<file path="src/rtl/mul_div_unit_pkg.sv">
// Shared widths, opcodes, state encoding and helpers for the multiply/divide unit.
package mul_div_unit_pkg;

  localparam int unsigned DATA_W         = 32;
  localparam int unsigned MUL_DIV_OP_W   = 2;
  localparam int unsigned MD_ITER        = 32;
  localparam int unsigned MD_CNT_W       = $clog2(MD_ITER);

  typedef logic [DATA_W-1:0]       DataPath;
  typedef logic [MUL_DIV_OP_W-1:0] MulDivOpPath;

  // op[1] selects divide, op[0] selects signed operation
  typedef enum logic [MUL_DIV_OP_W-1:0] {
    MD_OP_MULTU = 2'b00,
    MD_OP_MULT  = 2'b01,
    MD_OP_DIVU  = 2'b10,
    MD_OP_DIV   = 2'b11
  } mdOpT;

  typedef enum logic [1:0] {
    MD_ST_IDLE,
    MD_ST_CALC,
    MD_ST_FIXUP,
    MD_ST_DONE
  } mdStateT;

  // Conditional two's-complement negate (magnitude extraction and sign fixup)
  function automatic DataPath mdNeg(input DataPath v, input logic neg);
    return neg ? DataPath'(-v) : v;
  endfunction

endpackage

</file>
<file path="src/rtl/mul_div_unit.sv">
// Iterative 32x32 multiply / 32/32 divide, one bit per cycle, with HI/LO result registers.
module mul_div_unit
  import mul_div_unit_pkg::*;
(
  input  logic                    clk,
  input  logic                    rst,
  input  logic                    start,
  input  logic [MUL_DIV_OP_W-1:0] op,
  input  logic [DATA_W-1:0]       srcA,
  input  logic [DATA_W-1:0]       srcB,
  output logic                    busy,
  output logic                    done,
  output logic [DATA_W-1:0]       hi,
  output logic [DATA_W-1:0]       lo,
  output logic                    divByZero
);

  localparam logic [MD_CNT_W-1:0] CNT_LAST = MD_CNT_W'(MD_ITER - 1);

  mdStateT             state;
  logic [MD_CNT_W-1:0] cnt;
  logic [2*DATA_W-1:0] acc;
  DataPath             opB;
  logic                isDivR;
  logic                dzR;
  logic                negQ;
  logic                negR;

  logic    accept;
  logic    inIsDiv;
  logic    inSigned;
  logic    inSignA;
  logic    inSignB;
  logic    inDz;
  DataPath absA;
  DataPath absB;

  // Decode the incoming request and form operand magnitudes
  always_comb begin
    accept   = start && (state == MD_ST_IDLE || state == MD_ST_DONE);
    inIsDiv  = (mdOpT'(op) == MD_OP_DIVU) || (mdOpT'(op) == MD_OP_DIV);
    inSigned = (mdOpT'(op) == MD_OP_MULT) || (mdOpT'(op) == MD_OP_DIV);
    inSignA  = inSigned && srcA[DATA_W-1];
    inSignB  = inSigned && srcB[DATA_W-1];
    inDz     = inIsDiv && (srcB == '0);
    absA     = mdNeg(srcA, inSignA);
    absB     = mdNeg(srcB, inSignB);
  end

  logic [DATA_W:0]     addA;
  logic [DATA_W:0]     addB;
  logic                addCin;
  logic [DATA_W+1:0]   addSum;
  logic [2*DATA_W-1:0] accNext;

  // Shared adder: multiply adds the multiplicand into the upper half, divide
  // subtracts the divisor from the shifted partial remainder (carry-out = no borrow)
  always_comb begin
    if (isDivR) begin
      addA   = acc[2*DATA_W-1:DATA_W-1];
      addB   = ~{1'b0, opB};
      addCin = 1'b1;
    end else begin
      addA   = {1'b0, acc[2*DATA_W-1:DATA_W]};
      addB   = acc[0] ? {1'b0, opB} : '0;
      addCin = 1'b0;
    end
    addSum = {1'b0, addA} + {1'b0, addB} + (DATA_W+2)'(addCin);
    if (isDivR) begin
      accNext = addSum[DATA_W+1] ? {addSum[DATA_W-1:0], acc[DATA_W-2:0], 1'b1}
                                 : {acc[2*DATA_W-2:0], 1'b0};
    end else begin
      accNext = {addSum[DATA_W:0], acc[DATA_W-1:1]};
    end
  end

  logic [2*DATA_W-1:0] prodFix;
  DataPath             hiFix;
  DataPath             loFix;

  // Apply result signs; a divide-by-zero result was preloaded raw into acc
  always_comb begin
    prodFix = negQ ? (2*DATA_W)'(-acc) : acc;
    if (dzR) begin
      hiFix = acc[2*DATA_W-1:DATA_W];
      loFix = acc[DATA_W-1:0];
    end else if (isDivR) begin
      hiFix = mdNeg(acc[2*DATA_W-1:DATA_W], negR);
      loFix = mdNeg(acc[DATA_W-1:0], negQ);
    end else begin
      hiFix = prodFix[2*DATA_W-1:DATA_W];
      loFix = prodFix[DATA_W-1:0];
    end
  end

  // Control FSM, iteration counter, accumulator and registered outputs
  always_ff @(posedge clk or posedge rst) begin
    if (rst) begin
      state     <= MD_ST_IDLE;
      cnt       <= '0;
      acc       <= '0;
      opB       <= '0;
      isDivR    <= 1'b0;
      dzR       <= 1'b0;
      negQ      <= 1'b0;
      negR      <= 1'b0;
      hi        <= '0;
      lo        <= '0;
      busy      <= 1'b0;
      done      <= 1'b0;
      divByZero <= 1'b0;
    end else begin
      done <= 1'b0;
      if (accept) begin
        // Divide by zero bypasses CALC: preload the raw result for FIXUP
        acc       <= inDz ? {srcA, {DATA_W{1'b1}}} : {{DATA_W{1'b0}}, absA};
        opB       <= absB;
        isDivR    <= inIsDiv;
        dzR       <= inDz;
        negQ      <= inSignA ^ inSignB;
        negR      <= inSignA;
        cnt       <= '0;
        busy      <= 1'b1;
        divByZero <= 1'b0;
        state     <= inDz ? MD_ST_FIXUP : MD_ST_CALC;
      end else begin
        case (state)
          MD_ST_CALC: begin
            acc <= accNext;
            if (cnt == CNT_LAST) begin
              state <= MD_ST_FIXUP;
            end else begin
              cnt <= cnt + 1'b1;
            end
          end
          MD_ST_FIXUP: begin
            hi        <= hiFix;
            lo        <= loFix;
            divByZero <= dzR;
            done      <= 1'b1;
            busy      <= 1'b0;
            state     <= MD_ST_DONE;
          end
          MD_ST_DONE: state <= MD_ST_IDLE;
          default:    state <= MD_ST_IDLE;
        endcase
      end
    end
  end

endmodule
</file>
<file path="config.mk">
export PLATFORM = sky130hd
export DESIGN_NAME = mul_div_unit
export DESIGN_NICKNAME = d
export VERILOG_FILES = /design/src/rtl/mul_div_unit_pkg.sv /design/src/rtl/mul_div_unit.sv
export SDC_FILE = /design/constraint.sdc
export NUM_CORES = 1
export LEC_CHECK = 0
export BUFFER_PORTS_ARGS = -buffer_cell sky130_fd_sc_hd__buf_2
export CAP_MARGIN = 30
export CORE_MARGIN = 5
export CORE_UTILIZATION = 29
export DETAILED_ROUTE_END_ITERATION = 8
export HOLD_SLACK_MARGIN = 0.05
export PLACE_DENSITY = 0.44
export SYNTH_ARGS = -nofsm -noshare
export SYNTH_HDL_FRONTEND = slang
export SYNTH_SLANG_ARGS = --single-unit
</file>
<file path="constraint.sdc">
create_clock -name clk -period 6.2 [get_ports clk]
set_input_delay 0.31 -clock clk [delete_from_list [all_inputs] [get_ports clk]]
set_output_delay 0.31 -clock clk [all_outputs]
set_load 0.02 [all_outputs]
</file>
==> results.json, run 1 <==
{
  "gp_congestion": 0.870,
  "wl_per_cell_um": 20.4,
  "finalWirelength_um": 46300,
  "rows": 77,
  "cp_num_buf_inv": 1,
  "critical_path_required_ns": 6.52,
  "first_pass_iters": 5,
  "holdPathEnd": "opB[1]",
  "start_kind": "flop",
  "num-nets-final": 1779,
  "syn_nets": 1707,
  "synthToLayoutAreaGrowth_pct": 14.1,
  "cp_max_fo": 51,
  "cp_common_cell": "o21ai_0",
  "cp_slowest_cell": "dfrtp_4",
  "antenna_cells": 0,
  "yosys_most_used_dff": "dfrtp_1",
  "gr-total-overflow": 0,
  "arrival_ns": 5.30,
  "synth_edf_count": 0,
  "slew_headroom_pct": 38.9,
  "reg2reg_slack_ns": 1.22,
  "grt_pass1_wl_um": 71400,
  "syn-cell-area_sq_um": 13100,
  "synth_top_area_share_pct": 33.4,
  "clock_latency_ns": 0.46,
  "r2r-start": "isDivR",
  "cts_root_buf": "clkbuf_16",
  "syn_area_per_cell_sq_um": 8.18,
  "drtAntennaViolNets": 0,
  "final-hold-violation-count": 0,
  "synth.most_common_cell": "nor2_1",
  "die_x_um": 222,
  "drc": 0,
  "synth.area.top_cells": "dfrtp_1, a21oi_1, o21ai_0, xnor2_1, nor2_1",
  "syn_inst": 1596,
  "initial_core_util_pct": 29.4,
  "r2r_cells": 12,
  "worstSetupPathType": "flop to flop",
  "cts.repair.resized": 0,
  "drtIter0Drc": 1009,
  "whs_path_depth": 3,
  "numPortBuffers": 135,
  "max-clock-path-buffers": 2,
  "synth_seq_area_share_pct": 33.4,
  "track_usage_pct": 18.3,
  "vias": 11963,
  "cts_num_sinks": 174,
  "end_kind": "flop",
  "status": "completed",
  "ys_warn_count": 0,
  "finClkSkew_ns": 0.0151,
  "ios": 136,
  "clkTransAtPathRegs_ns": 0.08,
  "timing.fmax_mhz": 201,
  "fp.dieH_um": 222,
  "synth_common_cells": "nor2_1, a21oi_1, dfrtp_1, nand2_1, o21ai_0",
  "fp.dieArea_sq_um": 49400,
  "layout-drive-gt1-share_pct": 15.3,
  "setup_viol": 0,
  "htreeDepth": 4,
  "synth.distinct_cells": 75,
  "drv_cap": 0,
  "rsz0062_at_grt": "false",
  "ys_seq_elements": 174,
  "fin_crit_sh_pct": 80.3,
  "critical-path-top-delay-family": "compound AO/OA/AOI/OAI gates",
  "slew_violations": 0,
  "period_needed_ns": 4.98,
  "cts_inserted_buffers": 17,
  "grt_max_degree": 89,
  "hp-class": "primary input to flop",
  "antenna_found_initial": 4,
  "grt_pass1_vias": 11470,
  "worstReg2RegEnd": "acc[42]",
  "worstMarginPinSlew_ns": 0.917,
  "routed_via_density": 5.26,
  "async_flop_share_pct": 100,
  "hold_path.startpoint": "srcB[1]",
  "yosysTopAreaCell": "dfrtp_1",
  "dp_hpwl_um": 35500,
  "setup-tns-final_ns": 0,
  "coreArea_sq_um": 44400,
  "path_cells": "inv_1 -> o21ai_0 -> ha_1 -> a2111oi_0 -> a211oi_1 -> o21ai_0 -> a21oi_2 -> a31oi_4 -> o21ai_4 -> mux2_2 -> a222oi_1 -> a21oi_1",
  "cts_tree": "done",
  "max_stage_delay_ns": 0.93
}
[cells by family after synthesis]
kind of cell,count (synthesis),synth area share [%]
buffers and inverters,139,4.28
adders and majority gates,42,4.14
muxes,83,6.80
DFF,174,33.4
xor gates and xnor gates,150,10.1
and+or+nand+nor,495,17.4
AOI/OAI and AO/OA,513,24.0
[layer usage]
metal | global-route usage, % | vias to the layer above | part of all wire (%)
met5 | 0 | - | 0.073
met4 | 5.19 | 4 | 2.8
met3 | 3.28 | 52 | 5.2
met2 | 27.3 | 335 | 42
met1 | 27.1 | 5682 | 49
li1 | - | 5890 | -
[worst max path at each step]
stage                      start      end  slack (ns)  depth (start not counted)
after floorplan              rst   acc[0]        1.17                          1
after global placement    isDivR  acc[54]        1.42                         14
after detailed placement  isDivR  acc[54]        1.28                         14
after CTS                 isDivR  acc[54]        1.24                         14
after global routing      isDivR  acc[48]        0.82                         12
final                     isDivR  acc[42]        1.22                         12
[cells in the final DEF (no fill, tap or decap), types with 6 or more instances in the layout]
master	synthesis	final
a211oi_1	11	11
a21o_1	10	10
a21oi_1	179	179
a221oi_1	15	15
a222oi_1	12	12
a22oi_1	22	22
a31oi_1	11	11
and2_1	9	9
and3_1	7	7
buf_2	6	135
buf_4	0	20
clkbuf_16	0	17
dfrtp_1	174	173
ha_1	40	39
inv_1	35	34
mux2_2	45	45
mux2i_1	38	38
nand2_1	169	168
nand2b_1	14	14
nand3_1	6	6
nand4_1	12	12
nor2_1	184	183
nor2b_1	8	8
nor3_1	26	26
nor4_1	16	16
o21a_1	12	12
o21ai_0	163	163
o31ai_1	22	22
o41ai_1	11	11
or3_1	13	13
or4_1	8	8
xnor2_1	79	79
xor2_1	71	71
[sequential cells by signal, summed over array words and instances, names as in the netlist, 2 cells and up]
signal and flops:
hi 32, acc 64, cnt 5, opB 32, lo 32, state 2
[layout make-up]
type,instances,area [sq um]
Inverter,35,136
Tap cell,592,741
Timing Repair Buffer,157,863
Clock buffer,19,443
Fill cell,4735,29500
Clock inverter,13,194
Multi-Input combinational cell,1283,8160
Sequential cell,174,4360
[stage by stage]
step	worst slack (ns)	area (sq um)	utilization (%)	hold WS, ns	instances
2_1_floorplan	1.17	13100	-	0.424	1596
3_3_place_gp	1.42	14200	32.0	0.369	2239
3_5_place_dp	1.28	14200	32.0	0.361	2239
4_1_cts	1.24	14900	33.5	0.119	2272
5_1_grt	0.821	14900	33.5	0.152	2273
6_report	1.22	14900	33.5	0.142	2273
[worst register-to-register path, stage by stage (launching register included)]
cell and delay [ns]:
dfrtp_4 0.93, inv_1 0.47, o21ai_0 0.29, ha_1 0.32
a2111oi_0 0.20, a211oi_1 0.31, o21ai_0 0.23, a21oi_2 0.35
a31oi_4 0.19, o21ai_4 0.63, mux2_2 0.43, a222oi_1 0.36
a21oi_1 0.12
[repair_timing]
action | CTS | global route
buffers inserted | 0 | 0
hold buffers | 1 | 0
hold endpoints to repair | 43 | 0
Power of run 1 is left out: the tool's default activity adds up to more than one toggle a clock period on the data nets, which glitch-free logic cannot reach.
==> run 2, diff against run 1 <==
--- a/config.mk
+++ b/config.mk
@@ -5,13 +5,14 @@
 export SDC_FILE = /design/constraint.sdc
 export NUM_CORES = 1
 export LEC_CHECK = 0
+export ABC_AREA = 1
 export BUFFER_PORTS_ARGS = -buffer_cell sky130_fd_sc_hd__buf_2
 export CAP_MARGIN = 30
 export CORE_MARGIN = 5
 export CORE_UTILIZATION = 29
 export DETAILED_ROUTE_END_ITERATION = 8
 export HOLD_SLACK_MARGIN = 0.05
-export PLACE_DENSITY = 0.44
+export PLACE_DENSITY = 0.45
 export SYNTH_ARGS = -nofsm -noshare
 export SYNTH_HDL_FRONTEND = slang
 export SYNTH_SLANG_ARGS = --single-unit
==> constraint.sdc (replaced) <==
create_clock -name clk -period 4.2 [get_ports clk]
set_input_delay 0.21 -clock clk [delete_from_list [all_inputs] [get_ports clk]]
set_output_delay 0.21 -clock clk [all_outputs]
set_load 0.02 [all_outputs]
==> run 2 against run 1 <==
Effect of this change: sequential share of layout area is 4.6 points lower; utilization is 0.17 points higher; worst setup slack worse by 0.62 ns; global-route usage is 4.7 points higher; via count is 40% higher; critical path depth is 10 higher; critical path type unchanged.
==> results.json, run 2 <==
{
  "status": "completed",
  "setup_viol": 0,
  "synth.area.top_cells": "dfrtp_1, nand2_1, nand3_1, inv_1, o21ai_0",
  "grt_pass1_wl_um": 100000,
  "drv_cap": 0,
  "hp-class": "primary input to flop",
  "pre_cts_ws_ns": 0.627,
  "fillers": 5855,
  "regMostFlops": "acc",
  "antenna_found_initial": 0,
  "syn_inst": 2505,
  "r2r_cells": 22,
  "routed_via_density": 5.04,
  "ys_warn_count": 0,
  "period_needed_ns": 3.60,
  "dp.cells": 3274,
  "coreArea_sq_um": 52400,
  "seq_area_sq_um": 4360,
  "ios": 136,
  "largest_register_ffs": 64,
  "holdPathEnd": "opB[20]",
  "yosysTopAreaCell": "dfrtp_1",
  "synth_edf_count": 0,
  "synthToLayoutAreaGrowth_pct": 15.2,
  "start_kind": "flop",
  "grt_pass1_vias": 15811,
  "hold_path.startpoint": "srcB[20]",
  "slew_headroom_pct": 36.4,
  "fp.dieH_um": 240,
  "cts_num_sinks": 174,
  "setup_slack_ns": 0.598,
  "synth.distinct_cells": 47,
  "gp_congestion": 0.935,
  "drtAntennaViolNets": 0,
  "clkTransAtPathRegs_ns": 0.09,
  "critical_path_required_ns": 4.61,
  "htreeDepth": 4,
  "synth_top_area_share_pct": 28.4,
  "final_common_cell": "nand2_1",
  "synth.most_common_cell": "nand2_1",
  "finalWirelength_um": 67000,
  "arrival_ns": 4.02,
  "worstReg2RegEnd": "acc[59]",
  "num-nets-final": 2731,
  "end_kind": "flop",
  "slew_violations": 0,
  "finClkSkew_ns": 0.0209,
  "drc": 0,
  "initial_core_util_pct": 29.3,
  "instances_no_fill": 3321,
  "vias": 16728,
  "multi_input_area_sq_um": 9400,
  "ys_seq_elements": 174,
  "wl_per_cell_um": 20.2,
  "dp_hpwl_um": 53700,
  "cts_inserted_buffers": 17,
  "grt_max_degree": 105,
  "gr-total-overflow": 0,
  "layout-drive-gt1-share_pct": 10.3,
  "cts_tree": "done",
  "syn_area_per_cell_sq_um": 6.13,
  "cts_root_buf": "clkbuf_16",
  "rsz0062_at_grt": "false",
  "reg2reg_slack_ns": 0.60,
  "rows": 84,
  "r2r-start": "acc[0]",
  "cp_max_fo": 32,
  "drtIter0Drc": 1441,
  "worstMarginPinSlew_ns": 0.952,
  "clock_latency_ns": 0.51,
  "syn_nets": 2616,
  "cts.repair.resized": 0,
  "worstSetupPathType": "flop to flop",
  "yosys_most_used_dff": "dfrtp_1",
  "async_flop_share_pct": 100,
  "syn-cell-area_sq_um": 15300,
  "antenna_cells": 0,
  "max-clock-path-buffers": 2,
  "die_x_um": 240,
  "timing.fmax_mhz": 278,
  "setup-tns-final_ns": 0,
  "numPortBuffers": 135,
  "track_usage_pct": 23.0,
  "first_pass_iters": 5,
  "final_cell_mix": "nand2_1, inv_1, nor2_1, nand3_1, o21ai_0",
  "final-hold-violation-count": 0,
  "whs_path_depth": 4,
  "synth_seq_area_share_pct": 28.4,
  "fp.dieArea_sq_um": 57600,
  "fin_crit_sh_pct": 85.8,
  "synth_common_cells": "nand2_1, inv_1, nor2_1, nand3_1, o21ai_0"
}
[run 2: cell types whose count changed after synthesis, moves of 45 or more]
cell | previous run | this run
nand2_1 | 169 | 782
inv_1 | 35 | 305
nand3_1 | 6 | 241
a21oi_1 | 179 | 61
nor2_1 | 184 | 251
xnor2_1 | 79 | 16
o21ai_0 | 163 | 214
mux2_2 | 45 | 0
[run 2: what timing repair did]
action                                 CTS  global route
buffers inserted                         0             0
endpoints found under the hold margin   31             0
hold buffers                            15             0
[run 2: cell families after synthesis]
kind of cell / Yosys count / share of synthesized area (%)
adders and majority gates: 42 / 3.52
AOI/OAI and AO/OA: 367 / 13.3
buffers and inverters: 415 / 10.5
and+or+nand+nor: 1416 / 39.2
xor gates and xnor gates: 91 / 5.19
DFF: 174 / 28.4
[run 2: area by class of cell]
| type | count | share of cell area [%] |
|---|---|---|
| Multi-Input combinational cell | 1916 | 53.2 |
| Timing Repair Buffer | 193 | 6.92 |
| Inverter | 318 | 6.77 |
| Tap cell | 688 | 4.87 |
| Clock inverter | 15 | 1.22 |
| Sequential cell | 174 | 24.6 |
| Clock buffer | 17 | 2.41 |
[run 2: through the flow]
stage	instance area [sq um]	utilization [%]	hold WS [ns]
finish	17700	33.7	0.0880
global route	17700	33.7	0.0838
CTS	17700	33.7	0.0551
detailed placement	16900	32.2	0.270
global placement	16900	32.2	0.269
floorplan	15300	-	0.354
[run 2: metal layers]
layer / up-vias / track usage [%] / part of all wire [%] / wire, um
met5: - / 0 / 0 / 0
met4: 0 / 7.62 / 3.1 / 2100
met3: 77 / 2.90 / 4.7 / 3180
met2: 482 / 35.7 / 44 / 29700
met1: 7858 / 33.1 / 48 / 32100
li1: 8311 / - / - / -
[run 2: worst max-delay path: stages, from the launching register on]
cell     delay (ns)
dfrtp_1        0.51
buf_12         0.23
inv_1          0.21
o21ai_0        0.18
o21ai_0        0.14
fa_1           0.45
inv_1          0.15
fa_1           0.26
nand3_1        0.09
nand3_1        0.14
nand2_1        0.08
nand2_1        0.18
nand2_1        0.07
nand2_1        0.17
nand2_1        0.09
nand2_1        0.08
nand2_1        0.08
nand3_1        0.08
nand2_1        0.05
inv_1          0.07
nand3_1        0.07
nand2_1        0.06
inv_1          0.04
[run 2: worst max-delay path by stage]
stage	start	end	slack, ns	cells past startpoint
floorplan	isDivR	acc[45]	0.96	20
CTS	acc[0]	acc[59]	0.58	22
global placement	acc[0]	acc[59]	0.53	22
global route	acc[0]	acc[55]	0.28	20
finish	acc[0]	acc[59]	0.60	22
detailed placement	acc[0]	acc[59]	0.63	22
Power of run 2 is left out for the same reason.
==> run 3, diff against run 2 <==
--- a/config.mk
+++ b/config.mk
@@ -6,13 +6,14 @@
 export NUM_CORES = 1
 export LEC_CHECK = 0
 export ABC_AREA = 1
-export BUFFER_PORTS_ARGS = -buffer_cell sky130_fd_sc_hd__buf_2
 export CAP_MARGIN = 30
+export CORE_ASPECT_RATIO = 0.75
 export CORE_MARGIN = 5
 export CORE_UTILIZATION = 29
 export DETAILED_ROUTE_END_ITERATION = 8
+export DONT_BUFFER_PORTS = 1
 export HOLD_SLACK_MARGIN = 0.05
-export PLACE_DENSITY = 0.45
+export PLACE_DENSITY = 0.42
 export SYNTH_ARGS = -nofsm -noshare
 export SYNTH_HDL_FRONTEND = slang
 export SYNTH_SLANG_ARGS = --single-unit
==> constraint.sdc (replaced) <==
create_clock -name clk -period 3.9 [get_ports clk]
set_input_delay 0.195 -clock clk [delete_from_list [all_inputs] [get_ports clk]]
set_output_delay 0.195 -clock clk [all_outputs]
set_load 0.02 [all_outputs]
==> run 3 against run 2 <==
Effect of this change: first-iteration DRC count rose by 17%; wire length rose by 4.3%; clock-buffer cell count rose by 3; utilization fell by 0.14 points; global-route usage rose by 1.0 points; flip-flop and latch count did not move.
==> results.json, run 3 (same netlist as run 2, synthesis figures left out) <==
{
  "htreeDepth": 4,
  "cts_setup_buffers": 0,
  "initial_core_util_pct": 29.1,
  "finalWirelength_um": 69900,
  "routed_via_density": 5.11,
  "layout-drive-gt1-share_pct": 6.44,
  "regMostFlops": "acc",
  "start_kind": "flop",
  "hp-class": "primary input to flop",
  "clock_latency_ns": 0.48,
  "final-hold-violation-count": 0,
  "fp.dieH_um": 209,
  "setup-tns-final_ns": 0,
  "crit_path_start": "isDivR",
  "synthToLayoutAreaGrowth_pct": 15.2,
  "top_usage_layer": "met1",
  "largest_register_ffs": 64,
  "cp_slowest_cell": "dfrtp_2",
  "slew_headroom_pct": 24.3,
  "wl_per_cell_um": 21.2,
  "worstSetupPathType": "flop to flop",
  "numPortBuffers": 0,
  "first_pass_iters": 5,
  "timing.fmax_mhz": 278,
  "die_x_um": 276,
  "drtIter0Drc": 1683,
  "fillers": 5937,
  "grt_max_degree": 144,
  "grt_util_met3_pct": 6.58,
  "cts_inserted_buffers": 17,
  "fp.dieArea_sq_um": 57700,
  "period_needed_ns": 3.59,
  "final_cell_mix": "nand2_1, inv_1, nor2_1, nand3_1, o21ai_0",
  "worstReg2RegEnd": "acc[62]",
  "slew_violations": 0,
  "cts_num_sinks": 174,
  "r2r-start": "isDivR",
  "utilization_pct": 33.6,
  "finClkSkew_ns": 0.0178,
  "grt_pass1_wl_um": 104000,
  "max-clock-path-buffers": 2,
  "worstSetupEndpoint": "acc[62]",
  "ios": 136,
  "cts_tree": "done",
  "status": "completed",
  "cp_max_fo": 75,
  "setup_viol": 0,
  "cp_common_cell": "nand2_1",
  "clkTransAtPathRegs_ns": 0.08,
  "drc": 0,
  "cp_num_buf_inv": 2,
  "rows": 73,
  "worstMarginPinSlew_ns": 1.14,
  "critical-path-top-delay-family": "simple AND/OR/NAND/NOR gates",
  "cts_root_buf": "clkbuf_16",
  "path_depth": 19,
  "fin_crit_sh_pct": 92.1,
  "antenna_cells": 0,
  "antenna_found_initial": 3,
  "path_cells": "buf_12 -> nand2_1 -> o21a_1 -> fa_1 -> inv_1 -> fa_1 -> nand3_1 -> nand3_1 -> nand2_1 -> nand2_1 -> nand2_1 -> nand2_1 -> nand2_1 -> nand3_1 -> nand2_1 -> nor2_1 -> nor2_1 -> nor2_1 -> nor2_1",
  "arrival_ns": 3.95,
  "r2r_cells": 19,
  "coreArea_sq_um": 52700,
  "gr-total-overflow": 0,
  "grt_pass1_vias": 15552,
  "reg2reg_slack_ns": 0.31,
  "end_kind": "flop",
  "rsz0062_at_grt": "false",
  "use_met2_pct": 33.3,
  "use_met1_pct": 37.4,
  "max_stage_delay_ns": 0.40,
  "dp_hpwl_um": 55100,
  "drtAntennaViolNets": 0,
  "track_usage_pct": 24.0,
  "final_common_cell": "nand2_1",
  "num-nets-final": 2676,
  "gp_congestion": 0.939,
  "critical_path_required_ns": 4.26,
  "vias": 16820,
  "hold_path.startpoint": "srcB[3]",
  "drv_cap": 0
}
[run 3: per-stage QoR]
stage	instances	instance area, sq um	setup slack, ns	hold slack [ns]
after floorplan	2505	15300	0.660	0.339
after global placement	3193	16500	0.185	-0.0426
after detailed placement	3194	16500	0.217	-0.0420
after CTS	3290	17700	0.193	0.0500
after global routing	3290	17700	0.0577	0.0616
final	3290	17700	0.307	0.0555
[run 3: cell type report]
| cell class | instances | area [sq um] | area share, % |
|---|---|---|---|
| Timing Repair Buffer | 138 | 1280 | 7.23 |
| Multi-Input combinational cell | 1916 | 9400 | 53.1 |
| Inverter | 318 | 1200 | 6.77 |
| Clock buffer | 20 | 447 | 2.53 |
| Clock inverter | 12 | 120 | 0.679 |
| Sequential cell | 174 | 4360 | 24.6 |
| Tap cell | 712 | 891 | 5.04 |
[run 3: how the worst min path moves through the flow]
stage	to	slack, ns	depth (start not counted)
finish	opB[3]	0.06	3
global route	opB[9]	0.06	3
CTS	acc[60]	0.05	4
detailed placement	acc[36]	-0.04	1
global placement	acc[36]	-0.04	1
floorplan	isDivR	0.34	2
[run 3: layer usage]
metal / routed length [um] / vias to the layer above
met3: 6050 / 48
met2: 28300 / 597
met5: 67 / -
met1: 34900 / 7962
met4: 613 / 10
li1: - / 8203
[run 3: worst reg2reg max path, cell delays in order, from the launching register on]
cell,delay [ns]
dfrtp_2,0.40
buf_12,0.28
nand2_1,0.28
o21a_1,0.21
fa_1,0.40
inv_1,0.15
fa_1,0.27
nand3_1,0.10
nand3_1,0.15
nand2_1,0.07
nand2_1,0.17
nand2_1,0.07
nand2_1,0.16
nand2_1,0.16
nand3_1,0.10
nand2_1,0.11
nor2_1,0.11
nor2_1,0.05
nor2_1,0.18
nor2_1,0.06
[run 3: timing repair]
item,4_1_cts,5_1_grt
setup endpoints to repair,0,8
resized for setup,0,1
hold buffers,64,0
endpoints found under the hold margin,249,0
Power of run 3 is left out for the same reason.
